File: src/rtl/dtree_walk_engine.sv
// rtl/dtree_walk_engine.sv - run-time programmable decision-tree walker, one node per clock
// Optional decision-path output enabled by defining DTREE_PATH_EN.
module dtree_walk_engine #(
    parameter int N_FEAT    = 51,
    parameter int IDX_W     = 6,
    parameter int NODE_AW   = 6,
    parameter int CLASS_W   = 1,
    parameter int MAX_DEPTH = 16,
    parameter int NODE_W    = 1 + CLASS_W + IDX_W + 2 * NODE_AW
) (
    input  logic                 clk,
    input  logic                 rst,
    input  logic                 cfg_we,
    input  logic [NODE_AW-1:0]   cfg_addr,
    input  logic [NODE_W-1:0]    cfg_data,
    output logic                 cfg_ready,
    input  logic                 in_valid,
    output logic                 in_ready,
    input  logic [N_FEAT-1:0]    in_feat,
    output logic                 out_valid,
    input  logic                 out_ready,
    output logic [CLASS_W-1:0]   out_class,
    output logic                 out_err
`ifdef DTREE_PATH_EN
    ,
    output logic [MAX_DEPTH-1:0] out_path
`endif
);

    localparam logic [1:0] ST_IDLE = 2'd0;
    localparam logic [1:0] ST_WALK = 2'd1;
    localparam logic [1:0] ST_DONE = 2'd2;

    localparam int DEPTH_W = (MAX_DEPTH > 1) ? $clog2(MAX_DEPTH) : 1;
    localparam int FEXT_W  = 2 ** IDX_W;

    logic [1:0]          state;
    logic [NODE_W-1:0]   node_mem [2**NODE_AW];
    logic [NODE_AW-1:0]  ptr;
    logic [DEPTH_W-1:0]  depth;
    logic [N_FEAT-1:0]   feat_q;
    logic [CLASS_W-1:0]  class_q;
    logic                err_q;

    logic [NODE_W-1:0]   node;
    logic                n_leaf;
    logic [CLASS_W-1:0]  n_class;
    logic [IDX_W-1:0]    n_idx;
    logic [NODE_AW-1:0]  n_hi;
    logic [NODE_AW-1:0]  n_lo;
    logic [FEXT_W-1:0]   feat_ext;
    logic                feat_bit;
    logic                last_level;

    assign cfg_ready = (state == ST_IDLE);
    assign in_ready  = (state == ST_IDLE);
    assign out_valid = (state == ST_DONE);
    assign out_class = class_q;
    assign out_err   = err_q;

    // Asynchronous table read; entry = {leaf, class, feat_idx, hi_ptr, lo_ptr}
    assign node    = node_mem[ptr];
    assign n_leaf  = node[NODE_W-1];
    assign n_class = node[NODE_W-2 -: CLASS_W];
    assign n_idx   = node[2*NODE_AW +: IDX_W];
    assign n_hi    = node[NODE_AW +: NODE_AW];
    assign n_lo    = node[0 +: NODE_AW];

    // Zero-extension makes any feat_idx beyond N_FEAT read as 0
    assign feat_ext   = FEXT_W'(feat_q);
    assign feat_bit   = feat_ext[n_idx];
    assign last_level = (depth == DEPTH_W'(MAX_DEPTH - 1));

    // Table has no reset so a programmed tree survives rst
    always_ff @(posedge clk) begin
        if (cfg_we && (state == ST_IDLE))
            node_mem[cfg_addr] <= cfg_data;
    end

`ifdef DTREE_PATH_EN
    logic [MAX_DEPTH-1:0] path_q;
    assign out_path = path_q;

    always_ff @(posedge clk) begin
        if (rst) begin
            path_q <= '0;
        end else if ((state == ST_IDLE) && in_valid) begin
            path_q <= '0;
        end else if ((state == ST_WALK) && !n_leaf && !last_level) begin
            path_q[depth] <= feat_bit;
        end
    end
`endif

    always_ff @(posedge clk) begin
        if (rst) begin
            state   <= ST_IDLE;
            ptr     <= '0;
            depth   <= '0;
            feat_q  <= '0;
            class_q <= '0;
            err_q   <= 1'b0;
        end else begin
            case (state)
                ST_IDLE: begin
                    if (in_valid) begin
                        feat_q <= in_feat;
                        ptr    <= '0;
                        depth  <= '0;
                        state  <= ST_WALK;
                    end
                end
                ST_WALK: begin
                    if (n_leaf) begin
                        class_q <= n_class;
                        err_q   <= 1'b0;
                        state   <= ST_DONE;
                    end else if (last_level) begin
                        class_q <= '0;
                        err_q   <= 1'b1;
                        state   <= ST_DONE;
                    end else begin
                        ptr   <= feat_bit ? n_hi : n_lo;
                        depth <= depth + 1'b1;
                    end
                end
                ST_DONE: begin
                    if (out_ready)
                        state <= ST_IDLE;
                end
                default: state <= ST_IDLE;
            endcase
        end
    end

endmodule

File: config.mk
export PLATFORM = sky130hd
export DESIGN_NAME = dtree_walk_engine
export DESIGN_NICKNAME = d
export VERILOG_FILES = /design/src/rtl/dtree_walk_engine.sv
export SDC_FILE = /design/constraint.sdc
export NUM_CORES = 1
export LEC_CHECK = 0
export BUFFER_PORTS_ARGS = -buffer_cell sky130_fd_sc_hd__buf_2
export CAP_MARGIN = 20
export CORE_MARGIN = 3
export CORE_UTILIZATION = 66
export CTS_CLUSTER_SIZE = 30
export DETAILED_ROUTE_END_ITERATION = 8
export GPL_ROUTABILITY_DRIVEN = 0
export PLACE_DENSITY_LB_ADDON = 0.2
export SETUP_SLACK_MARGIN = 0.1
export SLEW_MARGIN = 20
export SYNTH_ARGS = -nofsm -noshare
export SYNTH_HDL_FRONTEND = slang
export SYNTH_SLANG_ARGS = --single-unit
File: constraint.sdc
create_clock -name clk -period 9.1 [get_ports clk]
set_clock_uncertainty 0.05 [all_clocks]
set_input_delay 1.82 -clock clk [delete_from_list [all_inputs] [get_ports clk]]
set_output_delay 1.82 -clock clk [all_outputs]
set_load 0.05 [all_outputs]
Word level (Yosys, flattened, before mapping) --
Memories as Yosys holds them, arrays and structs flattened. A register that Yosys moved wholly into a read port is not among the register bits. Cells that the tools add are included.
Storage, ports and cells: register bits after elaboration 65, bits in writable memories 1280, output and inout port bits 5, logic and storage cells 49, memories kept 1
Memory list:
- node_mem | depth 64, bits a word 20, rd ports 1, clocked after Yosys merged registers in 1, wr ports 1, line 38 | logic [NODE_W-1:0] node_mem [2**NODE_AW];
Cells by class: $add $sub $neg 1, magnitude comparators 1, eq/ne operators 8, muxes and demuxes 24, reductions and logical operators 8
Operators with widths (count):
- $mux W6 | 6
- $mux W4 | 3
- $pmux W6 S2 | 1
- $mux W2 | 4
- $pmux W4 S2 | 1
- $lt A6 B7 Y1 const B | 1
- $mux W1 | 7
- $bmux W1 S6 | 1
- $pmux W2 S3 | 1
- $add A4 B1 Y4 const B | 1
- $eq A4 B4 Y1 const B | 1
- $ne A2 B1 Y1 const B | 2
- $ne A2 B2 Y1 const B | 2
- $reduce_and A2 Y1 | 2
- $reduce_and A4 Y1 | 1
- $reduce_bool A2 Y1 | 2
- $ne A3 B3 Y1 const B | 1
- $reduce_and A3 Y1 | 1
- $eq A2 B1 Y1 const B | 1
- $eq A2 B2 Y1 const B | 1
- $logic_not A2 Y1 | 1
- $logic_and A1 B1 Y1 | 1

Depth between registers and ports, before layout --
word-level depth 8, mapped depth 19, depth with buffers taken out 11

Least setup slack after synthesis --
Ideal clock, no wire load.
path kind input to register, start input cfg_addr[4], end memory node_mem[16][0] (netlist bit) (enable), arrival 3.506 ns, required time 8.653 ns, slack 5.147 ns, cell stages on the path 4, buffers on the path 2, path through clkbuf_1 > or3b_2 > clkbuf_1 > nor2_1
RTL lines:
- start, declared | line 14 | input logic [NODE_AW-1:0] cfg_addr,
- end, declared | line 38
No word-level cell before the write port.

==> flow_summary.rst <==
.. list-table::
   :header-rows: 1

   * - Metric
     - Value
   * - Run status
     - finished clean
   * - Count of unique library cells instantiated by Yosys
     - 58
   * - Depth of the most critical reg-to-reg path
     - 13
   * - Worst hold slack across all endpoints
     - 0.405 ns
   * - Number of setup buffers added after CTS
     - 0
   * - Htree depth
     - 4
   * - Library cell with the largest summed area after synthesis
     - sky130_fd_sc_hd__edfxtp_1
   * - Initial antenna violation count
     - 5
   * - Worst slew margin
     - 21.8%
   * - Setup repair after global routing missed its margin
     - no
   * - Floorplan die area
     - 82500 um2
   * - Maximum VDD drop
     - 224 uV
   * - # rows
     - 102
   * - Switching Fraction
     - 27.9%
   * - Clock share of power
     - 33.7%
   * - Pin count of the biggest net entering global routing
     - 166
   * - Number of synthesized register bits
     - 1351
   * - Final setup fails
     - 0
   * - DRC violation count after routing
     - 0
   * - Core outline area
     - 77800 um2
   * - Wire length of the first global-routing pass
     - 190 mm
   * - Synthesized Nets
     - 2453
   * - Cell breakdown of the critical path
     - buf_4 -> mux4_2 -> a221o_1 -> a221oi_1 -> nor3_2 -> buf_4 -> mux2i_1 -> mux2i_1 -> mux2_2 -> nand3b_1 -> and4_1 -> or3_1 -> nand3_1
   * - Largest incremental delay on the critical path
     - 1.05 ns
   * - Syn Area/Cell
     - 22.0 um2
   * - Top routing layer in use
     - met4
   * - Via-to-Cell Ratio
     - 7.11
   * - Number of max-slew violations in the final report
     - 0
   * - Number of flops mapped to enable cells by yosys
     - 1280
   * - Total negative slack
     - 0 ns
   * - Critical path startpoint category
     - register
   * - Total congestion overflow
     - 0
   * - Data arrival time of the critical path
     - 6.04 ns
   * - Final hold viol count
     - 0
   * - Routed length on met2
     - 66.2 mm
   * - Beginning of the worst hold path
     - feat_q[48]
   * - M1 wire length
     - 45.6 mm
   * - Count of yosys warnings during synthesis
     - 0
   * - Clock latency reported for the late side of the worst-skew pair
     - 0.71 ns
   * - Required time worst endpoint
     - 9.62 ns
   * - Post-synth ARST share
     - 0%
   * - Clock buffer count from CTS
     - 134
   * - Share of Yosys cell area claimed by the top area cell type
     - 73.7%
   * - Die width
     - 287 um
   * - Share of layout cells above drive strength 1
     - 31.1%
   * - NetSw
     - 4600 uW
   * - # resized after CTS
     - 0
   * - Final routed wire length divided by cell count
     - 35.8 um
   * - Leading register cell type out of synthesis
     - sky130_fd_sc_hd__edfxtp_1
   * - Final period utilization
     - 60.6%
   * - Gate count after technology mapping
     - 2370
   * - Sequential share of the synthesized area
     - 76.4%
   * - Net count of the finished layout
     - 2611
   * - Register clock-pin slew on the reported worst setup and hold paths
     - 0.06 ns
   * - Iteration count of the initial detailed-routing pass
     - 7
   * - Vertical die dimension
     - 287 um
   * - Total routing usage reported by global routing
     - 33.0%
   * - Sequential fraction of design power
     - 42.7%
   * - Number of routed nets with antenna violations
     - 0
   * - Via total after detailed routing
     - 26134
   * - Power Dens Cells
     - 282 nW/um2
   * - Internal cell power
     - 11900 uW
   * - I/O pin count
     - 87
   * - Type of the worst min-delay path
     - reg2reg
   * - Cts-stage hold buffer count
     - 0
   * - Met3 Wirelength
     - 14.1 mm
   * - CTS sink cnt
     - 1351
   * - Worst Max-Slew Pin Slew
     - 1.17 ns
   * - Final routed wirelength across all metal layers
     - 132 mm
   * - Destination of the worst hold path
     - feat_q[48]
   * - Static leakage
     - 0.0180 uW
   * - Root Driver
     - sky130_fd_sc_hd__clkbuf_16
   * - Type of the worst setup path
     - reg2reg
   * - Combinational cell fraction of total power
     - 23.6%
   * - DRC violation total after the first TritonRoute iteration
     - 3814
   * - Number of global-route vias before repair
     - 26772
   * - Max-capacitance violation count
     - 0
   * - Number of buffers on the longest clock path
     - 3
   * - Cells on Worst Hold Path
     - 2
   * - Starting density of the core
     - 67.0%
   * - Number of filler cells placed in the layout
     - 4080
   * - Worst Path Max Fanout
     - 60
   * - Area growth syn-to-layout
     - 11.9%
   * - CTS tree
     - built
   * - Synthesized cell area
     - 52200 um2
   * - Highest attainable clock frequency
     - 181 MHz
   * - Standard cell with the maximum stage delay on the critical path
     - sky130_fd_sc_hd__dfxtp_4
   * - Endpoint class of the critical path
     - register
   * - Number of port buffers
     - 86
   * - DP HPWL
     - 69.5 mm
   * - Cell types with the largest area share after synthesis
     - sky130_fd_sc_hd__edfxtp_1, sky130_fd_sc_hd__mux4_2, sky130_fd_sc_hd__dfxtp_1, sky130_fd_sc_hd__mux2i_1, sky130_fd_sc_hd__nand2_1
   * - Register-to-register setup slack
     - 3.58 ns
   * - Final period demand of the worst path
     - 5.52 ns
## cell families (layout without fill, tap and decap cells)
family | Yosys count | in the layout | share of synthesized area [%]
flip-flops | 1351 | 1351 | 76.4
multiplexers | 467 | 467 | 18.2
AND/OR/NAND/NOR | 296 | 296 | 2.47
buffers and inverters | 137 | 397 | 1.49
AO/OA/AOI/OAI | 116 | 116 | 1.42
XOR/XNOR | 2 | 2 | 0.0336
adder cells (fa/ha/maj) | 1 | 1 | 0.0240
other | 0 | 7 | 0
## Yosys cell counts, drive strengths merged, types with 2 or more instances
library cell	instances
nor3	5
o21ai	2
mux4	383
buf	65
clkbuf	67
o22ai	2
a221o	2
clkinv	2
edfxtp	1280
mux2	11
dfxtp	71
a31o	2
o211ai	9
nor2b	12
or3b	3
mux2i	73
or3	7
nand3	18
a221oi	3
a32oi	4
nand2	143
nand4	4
a2bb2oi	2
xor2	2
a2111oi	2
and3	3
a21oi	59
nand3b	4
a31oi	7
a22oi	14
and2	5
nand2b	5
inv	3
nor2	83
## worst max-delay path by stage
stage | to | cells past startpoint | slack (ns) | from
2_1_floorplan | node_mem[16][0] | 4 | 5.15 | cfg_addr[4]
3_3_place_gp | register | 12 | 3.78 | register
3_5_place_dp | register | 12 | 3.72 | register
4_1_cts | register | 12 | 3.67 | register
5_1_grt | register | 12 | 3.38 | register
6_report | register | 13 | 3.58 | register
## per-layer routing
layer  up-vias  global-route usage, %
met1     13705                   44.8
met5         -                      0
met3       339                   7.34
met4         0                   14.0
li1      10242                      -
met2      1848                   52.9
## sequential cells by signal, indices dropped and copies added (netlist names), named ones only
name       flops
node_mem    1280
depth          4
out_err        1
ptr            6
feat_q        51
state          2
out_class      1
## power groups by stage
stage,Sequential [uW],Clock [uW],Combinational (uW)
after global placement,7170,0,3740
after floorplan,7030,0,2850
after CTS,7040,5600,3890
final,7040,5550,3890
after detailed placement,7170,0,3820
after global routing,7050,5840,4060
## area by class of cell
class / count / area [um2] / area share, %
inverter: 5 / 21.3 / 0.0364
clock inverter: 73 / 792 / 1.36
timing repair buffer: 154 / 1020 / 1.75
clock buffer: 165 / 3620 / 6.19
sequential: 1351 / 39900 / 68.3
multi-input combinational: 882 / 11800 / 20.2
tap: 1040 / 1300 / 2.23
antenna: 7 / 17.5 / 0.0300
## through the flow
step                instance area [um2]  cells  power (uW)  setup WS [ns]  util (%)
floorplan                         52200   2370        9880           5.15         -
global placement                  53900   3432       10900           3.78      69.3
detailed placement                53900   3432       11000           3.72      69.3
CTS                               58400   3670       16500           3.67      75.0
global route                      58400   3671       16900           3.38      75.0
finish                            58400   3677       16500           3.58      75.0
## worst max-delay path, delay by kind of cell, from the launching register on
kind,cells,cell delay (ns)
compound gates,2,0.96
simple gates,5,1.16
flops,1,1.05
buf+inv,2,1.07
mux,4,0.97
## cell usage in the layout (no fill, tap or decap), types with 9 or more instances in the layout
cell type                   count
sky130_fd_sc_hd__mux2_2        11
sky130_fd_sc_hd__buf_4         83
sky130_fd_sc_hd__dfxtp_1       68
sky130_fd_sc_hd__o211ai_1       9
sky130_fd_sc_hd__a21oi_1       59
sky130_fd_sc_hd__clkinv_2      16
sky130_fd_sc_hd__nor2_2        51
sky130_fd_sc_hd__a22oi_1       14
sky130_fd_sc_hd__mux4_2       383
sky130_fd_sc_hd__mux2i_1       73
sky130_fd_sc_hd__bufinv_16     15
sky130_fd_sc_hd__clkbuf_1      22
sky130_fd_sc_hd__edfxtp_1    1280
sky130_fd_sc_hd__clkbuf_16    139
sky130_fd_sc_hd__nand2_1      141
sky130_fd_sc_hd__nor2b_1       12
sky130_fd_sc_hd__nor2_4        14
sky130_fd_sc_hd__buf_2         68
sky130_fd_sc_hd__nor2_1        18
sky130_fd_sc_hd__clkinv_1      27
sky130_fd_sc_hd__nand3_1       18
Note: power is estimated with default switching activity, not from simulation.
